`src/rtl/regfile_wr_if.sv`:
```
// Writeback bus between the requesters and the register-file write arbiter.
// Requester-side request/grant signals plus the registered WE3/A3/WD3 write port.
interface regfile_wr_if #(
    parameter int NUM_REQ = 3,
    parameter int ADDR_W  = 5,
    parameter int DATA_W  = 32
);
    localparam int IDX_W = $clog2(NUM_REQ);

    logic [NUM_REQ-1:0]        req_valid;
    logic [NUM_REQ*ADDR_W-1:0] req_addr;
    logic [NUM_REQ*DATA_W-1:0] req_data;
    logic [NUM_REQ-1:0]        req_ready;
    logic                      rf_we;
    logic [ADDR_W-1:0]         rf_addr;
    logic [DATA_W-1:0]         rf_wdata;
    logic                      init_busy;
    logic [IDX_W-1:0]          grant_id;

    modport master (
        output req_valid, req_addr, req_data,
        input  req_ready, rf_we, rf_addr, rf_wdata, init_busy, grant_id
    );

    modport slave (
        input  req_valid, req_addr, req_data,
        output req_ready, rf_we, rf_addr, rf_wdata, init_busy, grant_id
    );
endinterface

```
`src/rtl/regfile_write_arbiter.sv`:
```
// Shares the single register-file write port among NUM_REQ writeback sources with
// round-robin valid/ready arbitration; clears every register once after reset.
module regfile_write_arbiter #(
    parameter int NUM_REQ  = 3,
    parameter int ADDR_W   = 5,
    parameter int DATA_W   = 32,
    parameter int NUM_REGS = 32
) (
    input  logic         clk,
    input  logic         reset,
    regfile_wr_if.slave  bus
);
    localparam int IDX_W = $clog2(NUM_REQ);
    localparam int CNT_W = $clog2(NUM_REGS) + 1;
    localparam logic [CNT_W-1:0] LAST_CLR = CNT_W'(NUM_REGS - 1);
    localparam logic [IDX_W:0]   NREQ     = (IDX_W + 1)'(NUM_REQ);
    localparam logic [IDX_W-1:0] LAST_IDX = IDX_W'(NUM_REQ - 1);

    typedef enum logic {INIT, RUN} state_t;

    state_t              state;
    state_t              state_n;
    logic [CNT_W-1:0]    clr_cnt;
    logic [IDX_W-1:0]    rr_ptr;

    logic [NUM_REQ-1:0]  grant_p0;
    logic                acc_p0;
    logic [IDX_W-1:0]    gid_p0;
    logic [ADDR_W-1:0]   addr_p0;
    logic [DATA_W-1:0]   data_p0;

    logic                vld_p1;
    logic [ADDR_W-1:0]   addr_p1;
    logic [DATA_W-1:0]   wdata_p1;
    logic [IDX_W-1:0]    gid_p1;

    // First valid requester at or after ptr, wrapping modulo NUM_REQ.
    function automatic logic [NUM_REQ-1:0] rr_pick(input logic [NUM_REQ-1:0] valid,
                                                    input logic [IDX_W-1:0]   ptr);
        logic [NUM_REQ-1:0] gnt;
        logic [IDX_W:0]     pos;
        logic               found;
        gnt   = '0;
        found = 1'b0;
        for (int k = 0; k < NUM_REQ; k++) begin
            pos = {1'b0, ptr} + (IDX_W + 1)'(k);
            if (pos >= NREQ) pos = pos - NREQ;
            if (!found && valid[pos[IDX_W-1:0]]) begin
                gnt[pos[IDX_W-1:0]] = 1'b1;
                found               = 1'b1;
            end
        end
        return gnt;
    endfunction

    function automatic logic [IDX_W-1:0] onehot_idx(input logic [NUM_REQ-1:0] oh);
        logic [IDX_W-1:0] idx;
        idx = '0;
        for (int i = 0; i < NUM_REQ; i++) begin
            if (oh[i]) idx = idx | IDX_W'(i);
        end
        return idx;
    endfunction

    function automatic logic [IDX_W-1:0] ptr_after(input logic [IDX_W-1:0] g);
        return (g == LAST_IDX) ? '0 : g + IDX_W'(1);
    endfunction

    // Stage p0: next state, grant and selected request (combinational)
    always_comb begin
        state_n  = state;
        grant_p0 = '0;
        case (state)
            INIT: begin
                if (clr_cnt == LAST_CLR) state_n = RUN;
            end
            RUN: begin
                if (!reset) grant_p0 = rr_pick(bus.req_valid, rr_ptr);
            end
            default: state_n = INIT;
        endcase
    end

    always_comb begin
        acc_p0  = |grant_p0;
        gid_p0  = onehot_idx(grant_p0);
        addr_p0 = '0;
        data_p0 = '0;
        for (int i = 0; i < NUM_REQ; i++) begin
            if (grant_p0[i]) begin
                addr_p0 = bus.req_addr[i*ADDR_W +: ADDR_W];
                data_p0 = bus.req_data[i*DATA_W +: DATA_W];
            end
        end
    end

    always_ff @(posedge clk) begin
        if (reset) state <= INIT;
        else       state <= state_n;
    end

    // Stage p1: registered write port; x0 writes complete the handshake with WE low
    always_ff @(posedge clk) begin
        if (reset) begin
            clr_cnt  <= '0;
            rr_ptr   <= '0;
            vld_p1   <= 1'b0;
            addr_p1  <= '0;
            wdata_p1 <= '0;
            gid_p1   <= '0;
        end else if (state == INIT) begin
            vld_p1   <= 1'b1;
            addr_p1  <= ADDR_W'(clr_cnt);
            wdata_p1 <= '0;
            clr_cnt  <= clr_cnt + CNT_W'(1);
        end else if (acc_p0) begin
            vld_p1   <= (addr_p0 != '0);
            addr_p1  <= addr_p0;
            wdata_p1 <= data_p0;
            gid_p1   <= gid_p0;
            rr_ptr   <= ptr_after(gid_p0);
        end else begin
            vld_p1   <= 1'b0;
        end
    end

    assign bus.req_ready = grant_p0;
    assign bus.rf_we     = vld_p1;
    assign bus.rf_addr   = addr_p1;
    assign bus.rf_wdata  = wdata_p1;
    assign bus.grant_id  = gid_p1;
    assign bus.init_busy = (state == INIT);
endmodule

```
`src/flat_wrapper.sv`:
```
// flat-port wrapper written by rule: the top's interface ports become plain ports
module regfile_write_arbiter_flat 
#(
    parameter int NUM_REQ  = 3,
    parameter int ADDR_W   = 5,
    parameter int DATA_W   = 32,
    parameter int NUM_REGS = 32
)
  (clk, reset, bus_req_valid, bus_req_addr, bus_req_data, bus_req_ready, bus_rf_we, bus_rf_addr, bus_rf_wdata, bus_init_busy, bus_grant_id);
  regfile_wr_if #(.NUM_REQ(NUM_REQ), .ADDR_W(ADDR_W), .DATA_W(DATA_W)) bus_i ();
  input  logic clk;
  input  logic reset;
  input wire logic [$bits(bus_i.req_valid)-1:0] bus_req_valid;
  input wire logic [$bits(bus_i.req_addr)-1:0] bus_req_addr;
  input wire logic [$bits(bus_i.req_data)-1:0] bus_req_data;
  output wire logic [$bits(bus_i.req_ready)-1:0] bus_req_ready;
  output wire logic [$bits(bus_i.rf_we)-1:0] bus_rf_we;
  output wire logic [$bits(bus_i.rf_addr)-1:0] bus_rf_addr;
  output wire logic [$bits(bus_i.rf_wdata)-1:0] bus_rf_wdata;
  output wire logic [$bits(bus_i.init_busy)-1:0] bus_init_busy;
  output wire logic [$bits(bus_i.grant_id)-1:0] bus_grant_id;
  assign bus_i.req_valid = bus_req_valid;
  assign bus_i.req_addr = bus_req_addr;
  assign bus_i.req_data = bus_req_data;
  assign bus_req_ready = bus_i.req_ready;
  assign bus_rf_we = bus_i.rf_we;
  assign bus_rf_addr = bus_i.rf_addr;
  assign bus_rf_wdata = bus_i.rf_wdata;
  assign bus_init_busy = bus_i.init_busy;
  assign bus_grant_id = bus_i.grant_id;
  regfile_write_arbiter #(.NUM_REQ(NUM_REQ), .ADDR_W(ADDR_W), .DATA_W(DATA_W), .NUM_REGS(NUM_REGS)) u_core (.clk(clk), .reset(reset), .bus(bus_i));
endmodule
```
`config.mk`:
```
export PLATFORM = sky130hd
export DESIGN_NAME = regfile_write_arbiter_flat
export DESIGN_NICKNAME = d
export VERILOG_FILES = /design/src/rtl/regfile_wr_if.sv /design/src/rtl/regfile_write_arbiter.sv /design/src/flat_wrapper.sv
export SDC_FILE = /design/constraint.sdc
export NUM_CORES = 1
export LEC_CHECK = 0
export ABC_AREA = 1
export CORE_UTILIZATION = 38
export DETAILED_ROUTE_END_ITERATION = 10
export PLACE_DENSITY = 0.78
export SLEW_MARGIN = 5
export SYNTH_ARGS = -nofsm -noshare
export SYNTH_HDL_FRONTEND = slang
export SYNTH_SLANG_ARGS = --single-unit
export TNS_END_PERCENT = 20
```
`constraint.sdc`:
```
create_clock -name clk -period 3 [get_ports clk]
set_input_delay 0.3 -clock clk [delete_from_list [all_inputs] [get_ports clk]]
set_output_delay 0.3 -clock clk [all_outputs]
set_load 0.01 [all_outputs]
```
; Yosys cells after proc, flatten, opt, wreduce, memory -nomap -nowiden
; Cells that the tools add are included.
[totals]
ff_bits = 49
out_inout_bits = 44
word_cells = 91
[op_classes]
add_sub_neg = 7
magnitude_cmp = 9
eq_ne = 3
n_mux = 51
bitwise = 3
reduce_logical = 11
[ops]
columns = operator, count
row1 = 32-bit two-way mux, 3
row2 = 3-bit two-way mux, 9
row3 = 5-bit two-way mux, 5
row4 = 2-bit two-way mux, 11
row5 = 1-bit two-way mux, 17
row6 = "2-bit by 3-bit less-than comparator with 1-bit output, second input constant", 3
row7 = "6-bit by 1-bit adder with 6-bit output, second input constant", 1
row8 = 1-bit binary-select mux with 2-bit select, 3
row9 = 1-bit demux with 2-bit select, 3
row10 = "6-bit by 5-bit == test with 1-bit output, second input constant", 1
row11 = "2-bit by 1-bit >= comparator with 1-bit output, second input constant", 3
row12 = "3-bit by 2-bit >= comparator with 1-bit output, second input constant", 2
row13 = 3-bit OR, 2
row14 = "2-bit subtractor, second input constant", 3
row15 = 1-bit logical AND, 5
row16 = 5-bit nonzero test, 1
row17 = "2-bit by 1-bit adder with 3-bit output, second input constant", 1
row18 = "2-bit by 2-bit adder with 3-bit output, second input constant", 1
row19 = 3-bit OR reduction, 1
row20 = "2-bit by 1-bit adder with 2-bit output, second input constant", 1
row21 = "2-bit == test, second input constant", 1
row22 = "2-bit >= comparator, second input constant", 1
row23 = 1-bit zero test, 2
row24 = "2-bit != test, second input constant", 1
row25 = other kinds (3), 3

; Logic depth before layout (Yosys ltp)
[depth]
ltp_word = 25
ltp_mapped = 18

; Worst setup path after synthesis
; OpenSTA, ideal clock, no wires.
[synth_timing]
path_kind = register to register
startpoint = reg u_core.rr_ptr[0]
endpoint = reg u_core.wdata_p1[28], in the netlist u_core.bus.rf_wdata[28]
setup_ns = 0.127
arrival_ns = 2.055
slack_ns = 0.818
stages_incl_launch_ff = 17
n_path_buf = 2
period_less_slack_ns = 2.182
cell_sequence = dfxtp_1 -> inv_1 -> ha_1 -> inv_2 -> nand2_1 -> nand3_1 -> nand2_1 -> nand3_1 -> nand3_2 -> nand2_2 -> nand2_8 -> nor2_8 -> inv_4 -> buf_6 -> buf_6 -> o21ai_1 -> a31oi_1
[synth_between]
elab_chain_len = 22
word_cells_on_any_way = 63
classes_between = 5 x add/sub / 9 x order compare / 39 x mux / 2 x bitwise / 8 x reduce/logical
[synth_lines]
columns = element, line
row1 = "start, declared", regfile_write_arbiter.sv:24  ; logic [IDX_W-1:0] rr_ptr;
row2 = "start signal, assigned", regfile_write_arbiter.sv:121  ; rr_ptr <= ptr_after(gid_p0);
row3 = 2-bit subtractor / 2-bit >= comparator (equally long branches), regfile_write_arbiter.sv:47  ; if (pos >= NREQ) pos = pos - NREQ;
row4 = 2-bit two-way mux, regfile_write_arbiter.sv:47
row5 = 2-bit two-way mux, regfile_write_arbiter.sv:78  ; if (!reset) grant_p0 = rr_pick(bus.req_valid, rr_ptr);
row6 = 2-bit two-way mux, regfile_write_arbiter.sv:73  ; case (state)
row7 = 2-bit by 3-bit less-than comparator with 1-bit output (implied by the code) (tied with other cells), regfile_write_arbiter.sv:49  ; gnt[pos[IDX_W-1:0]] = 1'b1;
row8 = 1-bit logical AND (implied by the code) / 1-bit two-way mux (equally long branches), "regfile_write_arbiter.sv:49, regfile_write_arbiter.sv:48"
row9 = 1-bit two-way mux (on tied branches), "regfile_write_arbiter.sv:49, regfile_write_arbiter.sv:48"
row10 = 1-bit demux with 2-bit select / 1-bit two-way mux (equally long branches), --
row11 = (+4 left out), --
row12 = 3-bit two-way mux / 1-bit two-way mux (equally long branches), "regfile_write_arbiter.sv:48, regfile_write_arbiter.sv:78"
row13 = 3-bit two-way mux / 1-bit two-way mux (equally long branches), "regfile_write_arbiter.sv:78, regfile_write_arbiter.sv:73"
row14 = 3-bit two-way mux / 1-bit zero test (equally long branches), "regfile_write_arbiter.sv:73, regfile_write_arbiter.sv:48"
row15 = 3-bit OR (no source line) / 1-bit logical AND (equally long branches), --
row16 = 3-bit two-way mux (*), regfile_write_arbiter.sv:48  ; if (!found && valid[pos[IDX_W-1:0]]) begin
row17 = 3-bit two-way mux (*), regfile_write_arbiter.sv:78
row18 = 3-bit two-way mux (*), regfile_write_arbiter.sv:73
row19 = 32-bit two-way mux (3 in a row), regfile_write_arbiter.sv:90  ; if (grant_p0[i]) begin
row20 = "end signal, assigned", regfile_write_arbiter.sv:119  ; wdata_p1 <= data_p0;
row21 = "end, declared", regfile_write_arbiter.sv:34  ; logic [DATA_W-1:0] wdata_p1;
; Mark *: on every way between the ends. The rest lies on a longest branch, timed or not. The select of a mux whose other input is x is not followed.
; A chain may end at the register's enable or synchronous reset.

; Final worst setup path
[layout_timing]
startpoint = reg u_core.rr_ptr[0]
endpoint = out bus_req_ready[0]
[layout_between]
elab_chain_len = 19
word_cells_on_any_way = 59
classes_between = 5 x add/sub / 9 x order compare / 36 x mux / 2 x bitwise / 7 x reduce/logical
[layout_lines]
columns = element, line
row1 = 2-bit subtractor / 2-bit >= comparator (equally long branches), regfile_write_arbiter.sv:47
row2 = 2-bit two-way mux, regfile_write_arbiter.sv:47
row3 = 2-bit two-way mux, regfile_write_arbiter.sv:78
row4 = 2-bit two-way mux, regfile_write_arbiter.sv:73
row5 = 2-bit by 3-bit less-than comparator with 1-bit output (implied by the code) (tied with other cells), regfile_write_arbiter.sv:49
row6 = 1-bit logical AND (implied by the code) / 1-bit two-way mux (equally long branches), "regfile_write_arbiter.sv:49, regfile_write_arbiter.sv:48"
row7 = 1-bit two-way mux (on tied branches), "regfile_write_arbiter.sv:49, regfile_write_arbiter.sv:48"
row8 = 1-bit demux with 2-bit select / 1-bit two-way mux (equally long branches), --
row9 = (+3 left out), --
row10 = 3-bit OR (no source line) / 1-bit two-way mux (equally long branches), --
row11 = 3-bit two-way mux / 1-bit two-way mux (equally long branches), "regfile_write_arbiter.sv:48, regfile_write_arbiter.sv:78"
row12 = 3-bit two-way mux / 1-bit two-way mux (equally long branches), "regfile_write_arbiter.sv:78, regfile_write_arbiter.sv:73"
row13 = 3-bit two-way mux / 1-bit zero test (equally long branches), "regfile_write_arbiter.sv:73, regfile_write_arbiter.sv:48"
row14 = 3-bit OR (no source line) / 1-bit logical AND (equally long branches), --
row15 = 3-bit two-way mux (*), regfile_write_arbiter.sv:48
row16 = 3-bit two-way mux (*), regfile_write_arbiter.sv:78
row17 = 3-bit two-way mux (*), regfile_write_arbiter.sv:73
row18 = "end, declared", flat_wrapper.sv:16  ; output wire logic [$bits(bus_i.req_ready)-1:0] bus_req_ready;
; Marked as above.

==> impl_metrics.py <==
metrics = {
    "finish": {
        "stdcell_count": 630,
        "final_nets": 654,
        "final_cell_mix": "158 x clkdlybuf4s50_1, 97 x nand2_1, 58 x o21ai_0",
        "final_common_cell": "clkdlybuf4s50_1",
        "multi_input_area_mm2": 0.00152,
        "register_area_um2": 981,
        "syn_to_final_growth_pct": 67.1,
        "antenna_cells": 0,
        "layout-drive-gt1-share_pct": 8.24,
        "fillers": 583,
    },
    "clocking": {
        "cts_buffers": 5,
        "cts_tree": "done",
        "cts.sinks": 49,
        "clockRootBuffer": "clkbuf_8",
        "hold_buffers": 0,
        "post-cts-setup-buffers": 0,
        "htree_levels": 2,
        "clk_pin_slew_ns": 0.10,
        "clkLatencyLatePin_ns": 0.30,
        "clockBufferDepth": 2,
        "cts.repair.resized": 0,
    },
    "routing": {
        "routed_via_density": 5.18,
        "wl_um": 8880,
        "antenna_left": 0,
        "wl_per_cell_um": 14.1,
        "drtIter0Drc": 115,
        "firstDrtPassIters": 4,
        "route.detailed.drc": 0,
        "vias": 3261,
    },
    "timing": {
        "rsz0062_at_grt": "false",
        "period_needed_ns": 2.78,
        "slew_headroom_pct": 66.2,
        "fmax_mhz": 360,
        "hold_violations": 0,
        "fin_ws_ns": 0.221,
        "skew_ns": 0.0101,
        "tns_ns": 0,
        "setup_viol": 0,
        "worst_pin_slew_ns": 0.507,
        "fin_crit_sh_pct": 92.6,
        "final_max_slew_viol_count": 0,
    },
    "worst_setup_path": {
        "cp_max_fo": 6,
        "worstRegToRegCells": 13,
        "critPathArrivalTime_ns": 2.48,
        "cp.required_ns": 2.70,
        "worstSetupEndpointType": "primary output",
        "reg2reg_from": "u_core.rr_ptr[0]$_SDFFE_PP0P_",
        "cp_slowest_cell": "clkdlybuf4s50_1",
        "crit_start": "u_core.rr_ptr[0]$_SDFFE_PP0P_",
        "criticalPathCategory": "reg -> out",
        "worstSetupStartpointType": "register",
        "critical_path.cell_chain": "inv_1 -> ha_2 -> inv_2 -> nor3_2 -> inv_1 -> nand2_1 -> nand3_2 -> nand2_4 -> nand2_4 -> inv_4 -> clkdlybuf4s50_1",
        "crit_path_max_incr_delay_ns": 0.54,
    },
    "logic_synthesis": {
        "synth_top_area_share_pct": 36.2,
        "syn_nets": 503,
        "yosysUniqueCellTypes": 30,
        "synth.cell_area_mm2": 0.00271,
        "synth_seq_cells": 49,
        "avgSynthCellArea_um2": 7.10,
        "synthCells": 382,
        "yosysWarningCount": 0,
        "yosysSeqAreaShare_pct": 36.2,
        "synth_top_area_cell": "dfxtp_1",
        "synth_area_leaders": "dfxtp_1 36%, nand2_1 13%, o21ai_0 11%",
    },
    "die": {
        "core_mm2": 0.00683,
        "num_io_pins": 160,
        "num_rows": 30,
        "die_x_um": 86.5,
        "die-area_mm2": 0.00748,
        "start_util_pct": 39.7,
        "die_y_um": 86.5,
    },
    "run": {
        "maxCapViolCount": 0,
    },
    "grt": {
        "track_usage_pct": 24.3,
        "grt_overflow_total": 0,
        "grt_max_degree": 40,
        "grt_pass1_wl_um": 14300,
        "antenna_found_initial": 0,
        "grt_pass1_vias": 3079,
    },
    "placed_design": {
        "place_worst_setup_slack_ns": 0.414,
        "dp_hpwl_um": 6760,
        "dp.cells": 622,
        "portBuffers": 159,
        "gp_congestion": 0.815,
    },
    "power": {
        "p_leak_nw": 1.73,
        "p_per_area_mw_per_mm2": 315,
        "power_mw": 1.43,
        "ir_drop_uv": 247,
    },
    "status": {
        "status": "completed",
    },
    "min_path": {
        "min_path_cells": 1,
        "hp-class": "reg -> reg",
        "holdCritStartpoint": "u_core.clr_cnt[5]$_SDFFE_PP0N_",
    },
}
## metrics by stage
stage                     utilization (%)  hold WS [ns]  cell area (um2)
final                                66.3         0.459             4530
after global routing                 66.3         0.473             4530
after CTS                            66.2         0.458             4520
after detailed placement             64.2         0.444             4390
after global placement               64.2         0.436             4390
after floorplan                         -         0.423             2710
## final timing paths
path	to	slack (ns)
setup reg to reg	u_core.bus.rf_wdata[14]$_SDFFE_PP0P_	0.47
hold / removal	u_core.clr_cnt[5]$_SDFFE_PP0N_	0.46
hold reg to reg	u_core.clr_cnt[5]$_SDFFE_PP0N_	0.46
setup / recovery	bus_req_ready[0]	0.22
## report_power, final
part           total [mW]  switching, mW  internal (mW)
logic               0.196         0.0493          0.147
clock network       0.569          0.233          0.336
registers           0.661        0.00500          0.656
## sequential cells by signal, summed over array words and instances (netlist names)
signal	count
u_core.bus.rf_wdata	32
u_core.bus.grant_id	2
u_core.bus.rf_addr	5
u_core.bus.rf_we	1
u_core.rr_ptr	2
u_core.clr_cnt	6
u_core.state	1
## worst max-delay path: cells and delay by family (launching register included)
kind                       cells  cell delay, ns
DFF                            1            0.37
adders and majority gates      1            0.37
and+or+nand+nor                5            0.59
buffers and inverters          5            0.85
## cell type report
cell class                      instances  share of cell area [%]
Clock inverter                          3                    1.52
Tap cell                               96                    2.65
Sequential cell                        49                    21.7
Timing Repair Buffer                  167                    37.1
Multi-Input combinational cell        288                    33.6
Inverter                               22                    1.93
Clock buffer                            5                    1.52
## cells in the mapped netlist, drive strengths merged
master	instances
a211oi	1
a21oi	5
a22oi	7
a31oi	37
buf	14
clkbuf	9
dfxtp	49
ha	5
inv	22
nand2	106
nand3	26
nand3b	1
nand4	3
nor2	27
nor3	4
o211ai	1
o21ai	65
## cells by family (layout without fill, tap and decap cells)
logic type | count (synthesis) | after routing | share of synthesized area (%)
buf+inv | 45 | 197 | 7.71
fa+ha+maj | 5 | 5 | 2.31
simple gates | 167 | 167 | 29.7
compound gates | 116 | 116 | 24.1
flops | 49 | 49 | 36.2
## metal layers
| layer | wire (um) | global-route usage (%) |
|---|---|---|
| met2 | 4370 | 43.1 |
| met1 | 3680 | 29.0 |
| met3 | 693 | 6.38 |
| met4 | 137 | 6.21 |
| met5 | 0 | 0 |
Note: power is estimated with default switching activity, not from simulation.
